$ cat config.mk
export PLATFORM = sky130hd
export DESIGN_NAME = pmem_line_adapter
export DESIGN_NICKNAME = d
export VERILOG_FILES = /design/src/rtl/pmem_adapter_pkg.sv /design/src/rtl/line_beat_buffer.sv /design/src/rtl/pmem_line_adapter.sv
export SDC_FILE = /design/constraint.sdc
export NUM_CORES = 1
export LEC_CHECK = 0
export ABC_AREA = 1
export CAP_MARGIN = 20
export CORE_AREA = 2 2 275 277
export CTS_CLUSTER_DIAMETER = 200
export DETAILED_ROUTE_END_ITERATION = 16
export DIE_AREA = 0 0 277 279
export HOLD_SLACK_MARGIN = 0.15
export PLACE_DENSITY = 0.7
export SYNTH_ARGS = -nofsm -noshare
export SYNTH_HDL_FRONTEND = slang
export SYNTH_SLANG_ARGS = --single-unit
$ cat constraint.sdc
create_clock -name clk -period 1.7 [get_ports clk]
set_input_delay 0.34 -clock clk [delete_from_list [all_inputs] [get_ports clk]]
set_output_delay 0.34 -clock clk [all_outputs]
set_load 0.005 [all_outputs]
$ cat src/rtl/pmem_adapter_pkg.sv
// ============================================================================
// pmem_adapter_pkg: shared constants, state encoding and beat-index type
// Revision: 1.0
// ============================================================================
`default_nettype none

package pmem_adapter_pkg;

   localparam int LINE_WIDTH = 256;
   localparam int BEAT_WIDTH = 64;
   localparam int BEATS      = 4;
   localparam int S_OFFSET   = 5;
   localparam int CNT_WIDTH  = $clog2(BEATS);

   typedef logic [CNT_WIDTH-1:0] beat_idx_t;

   typedef enum logic [1:0] {
      ST_IDLE  = 2'd0,
      ST_READ  = 2'd1,
      ST_WRITE = 2'd2,
      ST_DONE  = 2'd3
   } state_e;

   function automatic logic [31:0] align_addr(input logic [31:0] addr);
      return {addr[31:S_OFFSET], {S_OFFSET{1'b0}}};
   endfunction

endpackage

`default_nettype wire

$ cat src/rtl/line_beat_buffer.sv
// ============================================================================
// line_beat_buffer: line register with full-line load, per-beat fill, beat read
// Revision: 1.0
// ============================================================================
`default_nettype none

module line_beat_buffer
   import pmem_adapter_pkg::*;
(
   input  logic                  clk,
   input  logic                  rst_n,
   input  logic                  load_i,
   input  logic [LINE_WIDTH-1:0] load_line_i,
   input  logic                  fill_i,
   input  beat_idx_t             sel_i,
   input  logic [BEAT_WIDTH-1:0] fill_data_i,
   output logic [LINE_WIDTH-1:0] line_o,
   output logic [BEAT_WIDTH-1:0] beat_o
);

   logic [BEAT_WIDTH-1:0] w_beats [BEATS];

   for (genvar b = 0; b < BEATS; b++) begin : g_beat
      logic [BEAT_WIDTH-1:0] beat_q;

      // A full-line load takes precedence; the FSM never requests both at once.
      always_ff @(posedge clk or negedge rst_n) begin
         if (!rst_n) begin
            beat_q <= '0;
         end else if (load_i) begin
            beat_q <= load_line_i[b*BEAT_WIDTH +: BEAT_WIDTH];
         end else if (fill_i && (sel_i == beat_idx_t'(b))) begin
            beat_q <= fill_data_i;
         end
      end

      assign w_beats[b]                            = beat_q;
      assign line_o[b*BEAT_WIDTH +: BEAT_WIDTH]    = beat_q;
   end

   assign beat_o = w_beats[sel_i];

endmodule

`default_nettype wire

$ cat src/rtl/pmem_line_adapter.sv
// ============================================================================
// pmem_line_adapter: 256-bit line requests to 4-beat 64-bit memory bursts
// Revision: 1.0
// ============================================================================
`default_nettype none

module pmem_line_adapter
   import pmem_adapter_pkg::*;
(
   input  logic                  clk,
   input  logic                  rst_n,
   input  logic                  pmem_read,
   input  logic                  pmem_write,
   input  logic [31:0]           pmem_address,
   input  logic [LINE_WIDTH-1:0] pmem_wdata,
   output logic [LINE_WIDTH-1:0] pmem_rdata,
   output logic                  pmem_resp,
   output logic                  burst_read,
   output logic                  burst_write,
   output logic [31:0]           burst_address,
   output logic [BEAT_WIDTH-1:0] burst_wdata,
   input  logic [BEAT_WIDTH-1:0] burst_rdata,
   input  logic                  burst_resp
);

   state_e                state_q, state_d;
   beat_idx_t             cnt_q, cnt_d;
   logic [31:0]           addr_q, addr_d;
   logic [LINE_WIDTH-1:0] rdata_q, rdata_d;

   logic                  w_last_beat;
   logic                  w_load;
   logic                  w_fill;
   logic [LINE_WIDTH-1:0] w_line;
   logic [BEAT_WIDTH-1:0] w_beat;

   assign w_last_beat = (cnt_q == beat_idx_t'(BEATS-1));
   assign w_load      = (state_q == ST_IDLE) && pmem_write;
   assign w_fill      = (state_q == ST_READ) && burst_resp;

   line_beat_buffer u_buf (
      .clk         (clk),
      .rst_n       (rst_n),
      .load_i      (w_load),
      .load_line_i (pmem_wdata),
      .fill_i      (w_fill),
      .sel_i       (cnt_q),
      .fill_data_i (burst_rdata),
      .line_o      (w_line),
      .beat_o      (w_beat)
   );

   always_ff @(posedge clk or negedge rst_n) begin
      if (!rst_n) begin
         state_q <= ST_IDLE;
         cnt_q   <= '0;
         addr_q  <= '0;
         rdata_q <= '0;
      end else begin
         state_q <= state_d;
         cnt_q   <= cnt_d;
         addr_q  <= addr_d;
         rdata_q <= rdata_d;
      end
   end

   always_comb begin
      state_d = state_q;
      cnt_d   = cnt_q;
      addr_d  = addr_q;
      rdata_d = rdata_q;
      case (state_q)
         ST_IDLE: begin
            if (pmem_write || pmem_read) begin
               state_d = pmem_write ? ST_WRITE : ST_READ;
               cnt_d   = '0;
               addr_d  = align_addr(pmem_address);
            end
         end
         ST_READ: begin
            if (burst_resp) begin
               cnt_d = cnt_q + 1'b1;
               // The last beat bypasses the buffer so the line is visible in DONE.
               if (w_last_beat) begin
                  state_d = ST_DONE;
                  rdata_d = w_line;
                  rdata_d[LINE_WIDTH-1 -: BEAT_WIDTH] = burst_rdata;
               end
            end
         end
         ST_WRITE: begin
            if (burst_resp) begin
               cnt_d = cnt_q + 1'b1;
               if (w_last_beat) begin
                  state_d = ST_DONE;
               end
            end
         end
         ST_DONE: begin
            state_d = ST_IDLE;
         end
         default: begin
            state_d = ST_IDLE;
         end
      endcase
   end

   always_comb begin
      burst_read  = 1'b0;
      burst_write = 1'b0;
      pmem_resp   = 1'b0;
      burst_wdata = '0;
      case (state_q)
         ST_READ:  burst_read = 1'b1;
         ST_WRITE: begin
            burst_write = 1'b1;
            burst_wdata = w_beat;
         end
         ST_DONE:  pmem_resp = 1'b1;
         default:  ;
      endcase
   end

   assign burst_address = addr_q;
   assign pmem_rdata    = rdata_q;

endmodule

`default_nettype wire

# Word-level counts from Yosys, hierarchy flattened
# Cells that the tools add are included.
word_totals:
  ff_bits: 543
  latchBits: 0
  ram_bits: 0
  mem_bits_ro: 0
  output_inout_bits: 355
  word_cells: 62
  mem_count: 0
classes:
  addsub: 1
  multipliers: 0
  div: 0
  order_cmp: 1
  n_eq_ne: 9
  shifts: 0
  mux: 23
  bitwise_logic: 1
  reduce_logical: 19
op_table:
  columns: ["cell", "n"]
  rows:
  - ["2-to-1 mux 64 bit", 11]
  - ["binary-select mux 64 bit (select 2 bit)", 1]
  - ["2-to-1 mux 2 bit", 6]
  - ["nonzero test 2 bit", 5]
  - ["AND reduction 3 bit", 3]
  - ["== test 2 bit, second input constant", 4]
  - ["logical AND 1 bit", 6]
  - ["inequality test 2 x 1 -> 1 bit, second input constant", 3]
  - ["one-hot mux 2 bit (3 select lines)", 1]
  - ["== test 2 x 1 -> 1 bit, second input constant", 2]
  - ["zero test 2 bit", 2]
  - ["one-hot mux 2 bit (2 select lines)", 1]
  - [">= comparator 3 bit, second input constant", 1]
  - ["2-to-1 mux 1 bit", 3]
  - ["NOT 2 -> 3 bit", 1]
  - ["adder 2 x 1 -> 2 bit, second input constant", 1]
  - ["AND reduction 2 bit", 1]
  - ["OR reduction 2 bit", 1]
  - ["logical OR 1 bit", 1]

# Logic depth before layout (Yosys ltp)
logic_depth:
  depth_word: 5
  depth_mapped: 11
  ltp_nobuf: 7

# Modules after synthesis
# From an unflattened synthesis, not the netlist that was laid out.
hier_totals:
  hier_cells: 3511
  area_unflattened_um2: 26584.2
modules_own_cells:
  columns: ["module", "instances", "cells_per_inst", "area_each_um2", "seq_area_each_um2"]
  rows:
  - ["line_beat_buffer", 1, 2099, 14388.8, 6406.1]
  - ["pmem_line_adapter", 1, 1412, 12195.4, 7181.9]

# Worst setup path before layout
# No wires, ideal clock.
synth_path:
  path_type: "register to register"
  start: "reg cnt_q[0]"
  end: "reg u_buf.g_beat[0].beat_q[10]"
  setup_ns: 0.130
  arrival_time_ns: 1.634
  required_time_ns: 1.570
  path_slack_ns: -0.064
  stages_incl_launch_ff: 11
  period_less_slack_ns: 1.764
  path_cell_list: "dfrtp_1 buf_2 inv_1 buf_2 buf_2 ha_1 nand3_1 nand2_1 buf_4 clkbuf_1 o21ai_0"
synth_via:
  elab_chain_len: 3
synth_rtl:
  columns: ["element", "line", "text"]
  rows:
  - ["start: declaration", "pmem_line_adapter.sv:27", "beat_idx_t cnt_q, cnt_d;"]
  - ["start signal: assignment", "pmem_line_adapter.sv:61", "cnt_q <= cnt_d;"]
  - ["zero test 2 bit", "line_beat_buffer.sv:32", "end else if (fill_i && (sel_i == beat_idx_t'(b))) begin"]
  - ["logical AND 1 bit", "line_beat_buffer.sv:32", null]
  - ["nonzero test 2 bit (no line)", null, null]
  - ["end signal: assignment", "line_beat_buffer.sv:31", "beat_q <= load_line_i[b*BEAT_WIDTH +: BEAT_WIDTH];"]
  - ["end signal: assignment", "line_beat_buffer.sv:33", "beat_q <= fill_data_i;"]
  - ["end: declaration", "line_beat_buffer.sv:24", "logic [BEAT_WIDTH-1:0] beat_q;"]
# No other way between the ends.
# A chain may end at the register's enable or synchronous reset.

# Worst setup path after layout
layout_path:
  start: "reg cnt_q[0]"
  end: "out burst_wdata[47]"
layout_via:
  elab_chain_len: 5
layout_rtl:
  columns: ["element", "line", "text"]
  rows:
  - ["NOT 2 -> 3 bit (implied by the code)", "line_beat_buffer.sv:41", "assign beat_o = w_beats[sel_i];"]
  - ["binary-select mux 64 bit (select 2 bit)", "line_beat_buffer.sv:41", null]
  - ["2-to-1 mux 64 bit (implied by the code) (2 in series)", "line_beat_buffer.sv:41", null]
  - ["2-to-1 mux 64 bit", "pmem_line_adapter.sv:113", "case (state_q)"]
  - ["end: declaration", "pmem_line_adapter.sv:21", "output logic [BEAT_WIDTH-1:0] burst_wdata,"]
# No other way between the ends. The select of a mux whose other input is x is not followed.

==> metrics.txt <==
Clock transition at path regs about 0.070 ns; final setup margin -0.777 ns; crit path max fanout 5; critical path startpoint category flop; largest area contributor in the netlist dfrtp_1; Worst EP arrival about 2.1 ns; number of max-cap violations 0; status complete, but fails checks; commonest non-fill, non-tap cell in the layout nand2_1; post-synth cell types 22; setup slack at placement -0.393 ns; CTS Sinks ~540; Mapped Cells about 3,300; Root Driver clkbuf_16; fin area roughly 38,000 um2; period utilisation layout 146%; global-route wire length before repair ~140,000 um; Period minus WS final 2.48 ns; crit path kind flop to primary output; share of cells above drive strength 1 between 10% and 20%; CTS buffer count 59; Peak Freq between 0.4 and 0.5 GHz; DR vias between 20,000 and 30,000; failing checks setup timing; DRC Markers 0; drt wl/cell about 20 um; Initial Util between 30% and 40%; total power between 60 and 70 mW; Worst path max stage delay 0.55 ns; Worst Skew between 0.03 and 0.04 ns; R2R depth 9; worst vdd ir ~1.1 mV; RSZ-0062 raised after global routing yes; Slew Viols, Final 0; syn avg cell area 7.80 um2; DIE WIDTH 277 um; htree depth 2; Area Growth Syn to Fin 48.1%; total track usage about a quarter; largest net degree at the start of global routing 74; Post-DP Area approximately 35,000 um2; worst hold path class primary input to asynchronous set/reset pin; first drt pass iteration count 9; crit end category primary output; Die ar. slightly below 80,000 um2; commonest cells after routing, fill and taps aside nand2_1, clkdlybuf4s50_1, dfrtp_1, nand3_1, inv_1; Total Wirelength between 100,000 and 150,000 um; Synth warnings 0; post-synthesis sequential area ratio a little over half; final core utilization approximately 51%; Critical Path RT 1.36 ns; Yosys top cell area share a little over half; FILL cells roughly 7,000; Placement Rows 100; Detailed Route Iter0 Violations between 2,000 and 2,500; largest buffer count on any clock path 3; Mapped Area between 20,000 and 30,000 um2; slowest cell on the critical path dfrtp_4; TritonCTS clock tree built; Setup crit start cnt_q[0]$_DFFE_PN0P_; antenna-violating nets left 0; Worst R2R End u_buf.g_beat[3].beat_q[26]$_DFFE_PN0P_; Core Area 74,100 um2; vias per cell around 5.1; Leak Pwr between 15 and 20 nW; FF+latch count, synth ~540; total gr overflow 0; R2R setup slack -0.55 ns; worst skew pair latency around 0.62 ns; Boundary Pins just over 700; largest cells by area after synthesis dfrtp_1, nand2_1, nand3_1; Final Hold Fails 0; post-layout net count between 4,000 and 5,000; port buffer count roughly 700; final setup fails around 860; initial antenna violation count 7; Final HPWL DP 69,200 um; worst-path cell chain buf_6 -> buf_8 -> clkbuf_16 -> nand2_1 -> nand3_1 -> a21oi_2 -> buf_2; worst r2r src cnt_q[0]$_DFFE_PN0P_; GP Congestion between 0.9 and 1; PwrDens 1780 nW/um2; die height 279 um; number of global-route vias before repair ~24,000
## synthesized netlist by cell type
cell and n:
buf_6 11, nand2_1 1163, nor2_1 1, conb_1 1, o21ai_0 316, clkbuf_2 15, nand2_4 1, buf_2 130
buf_4 38, nand4_1 2, inv_1 329, a21oi_1 64, nand3_2 1, nor2_2 1, buf_1 5, nand3_1 390
nor2_4 1, o21ai_1 224, dfrtp_1 543, inv_2 1, ha_1 10, clkbuf_1 40
## metrics by stage
stage	TNS (ns)	hold WS [ns]	cells
after global placement	-113.46	0.249	4911
after global routing	-342.10	0.207	5070
after detailed placement	-119.27	0.247	4911
final	-273.10	0.199	5070
after CTS	-248.59	0.164	5020
after floorplan	-1.02	0.0444	3291
## logic make-up (layout without fill, tap and decap cells)
kind of cell	after synthesis	after routing	share of synthesized area (%)
AO/OA/AOI/OAI	604	604	11.8
adder cells (fa/ha/maj)	10	10	0.488
buffers and inverters	569	1373	9.91
flip-flops	543	543	53.0
other	1	11	0.0146
AND/OR/NAND/NOR	1560	1560	24.8
## metal layers
| layer | GRT usage [%] | vias up | wire length (um) |
|---|---|---|---|
| met5 | 0 | - | 16 |
| met4 | 11.2 | 2 | 4860 |
| met3 | 4.26 | 279 | 7650 |
| met2 | 39.5 | 1173 | 49000 |
| met1 | 30.6 | 12183 | 41600 |
| li1 | - | 11984 | - |
## sequential cells by signal (all words and copies together), names as in the netlist
signal,count
cnt_q,2
pmem_rdata,256
state_q,2
burst_address,27
u_buf.g_beat.beat_q,256
## worst max-delay path, delay by kind of cell, from the launching register on
family	cells	cell delay (ns)
and+or+nand+nor	2	0.15
buffers and inverters	4	0.61
DFF	1	0.55
AOI/OAI and AO/OA	1	0.19
## power breakdown
group,internal [mW],leakage (nW),switching [mW],total [mW]
Sequential,18.6,7.06,2.39,21.0
Clock,7.73,0.961,5.42,13.1
Combinational,14.8,10.1,18.7,33.5
Total,41.1,18.1,26.5,67.6
## area by class of cell
type / instances / area [um2] / area share, %
Antenna cell: 6 / 15.0 / 0.0395
Clock buffer: 82 / 1670 / 4.40
Clock inverter: 19 / 280 / 0.738
Inverter: 330 / 1270 / 3.33
Multi-Input combinational cell: 2179 / 10000 / 26.3
Sequential cell: 543 / 13600 / 35.8
Tap cell: 969 / 1210 / 3.19
Timing Repair Buffer: 942 / 9940 / 26.2
## worst max path at each step
| stage | cells past startpoint | slack (ns) | end |
|---|---|---|---|
| global route | 8 | -0.84 | burst_wdata[47] |
| detailed placement | 5 | -0.39 | burst_wdata[47] |
| global placement | 7 | -0.38 | burst_wdata[37] |
| floorplan | 10 | -0.02 | u_buf.g_beat[0].beat_q[10]$_DFFE_PN0P_ |
| CTS | 5 | -1.06 | burst_wdata[44] |
| finish | 7 | -0.78 | burst_wdata[47] |
## what timing repair did
action	4_1_cts	5_1_grt
resized for setup	110	257
endpoints found under the hold margin	380	0
pin swaps	2	38
cloned	3	21
hold buffers	1	0
buffers inserted	4	23
setup endpoints to repair	862	891
(Power assumes the default switching activity.)
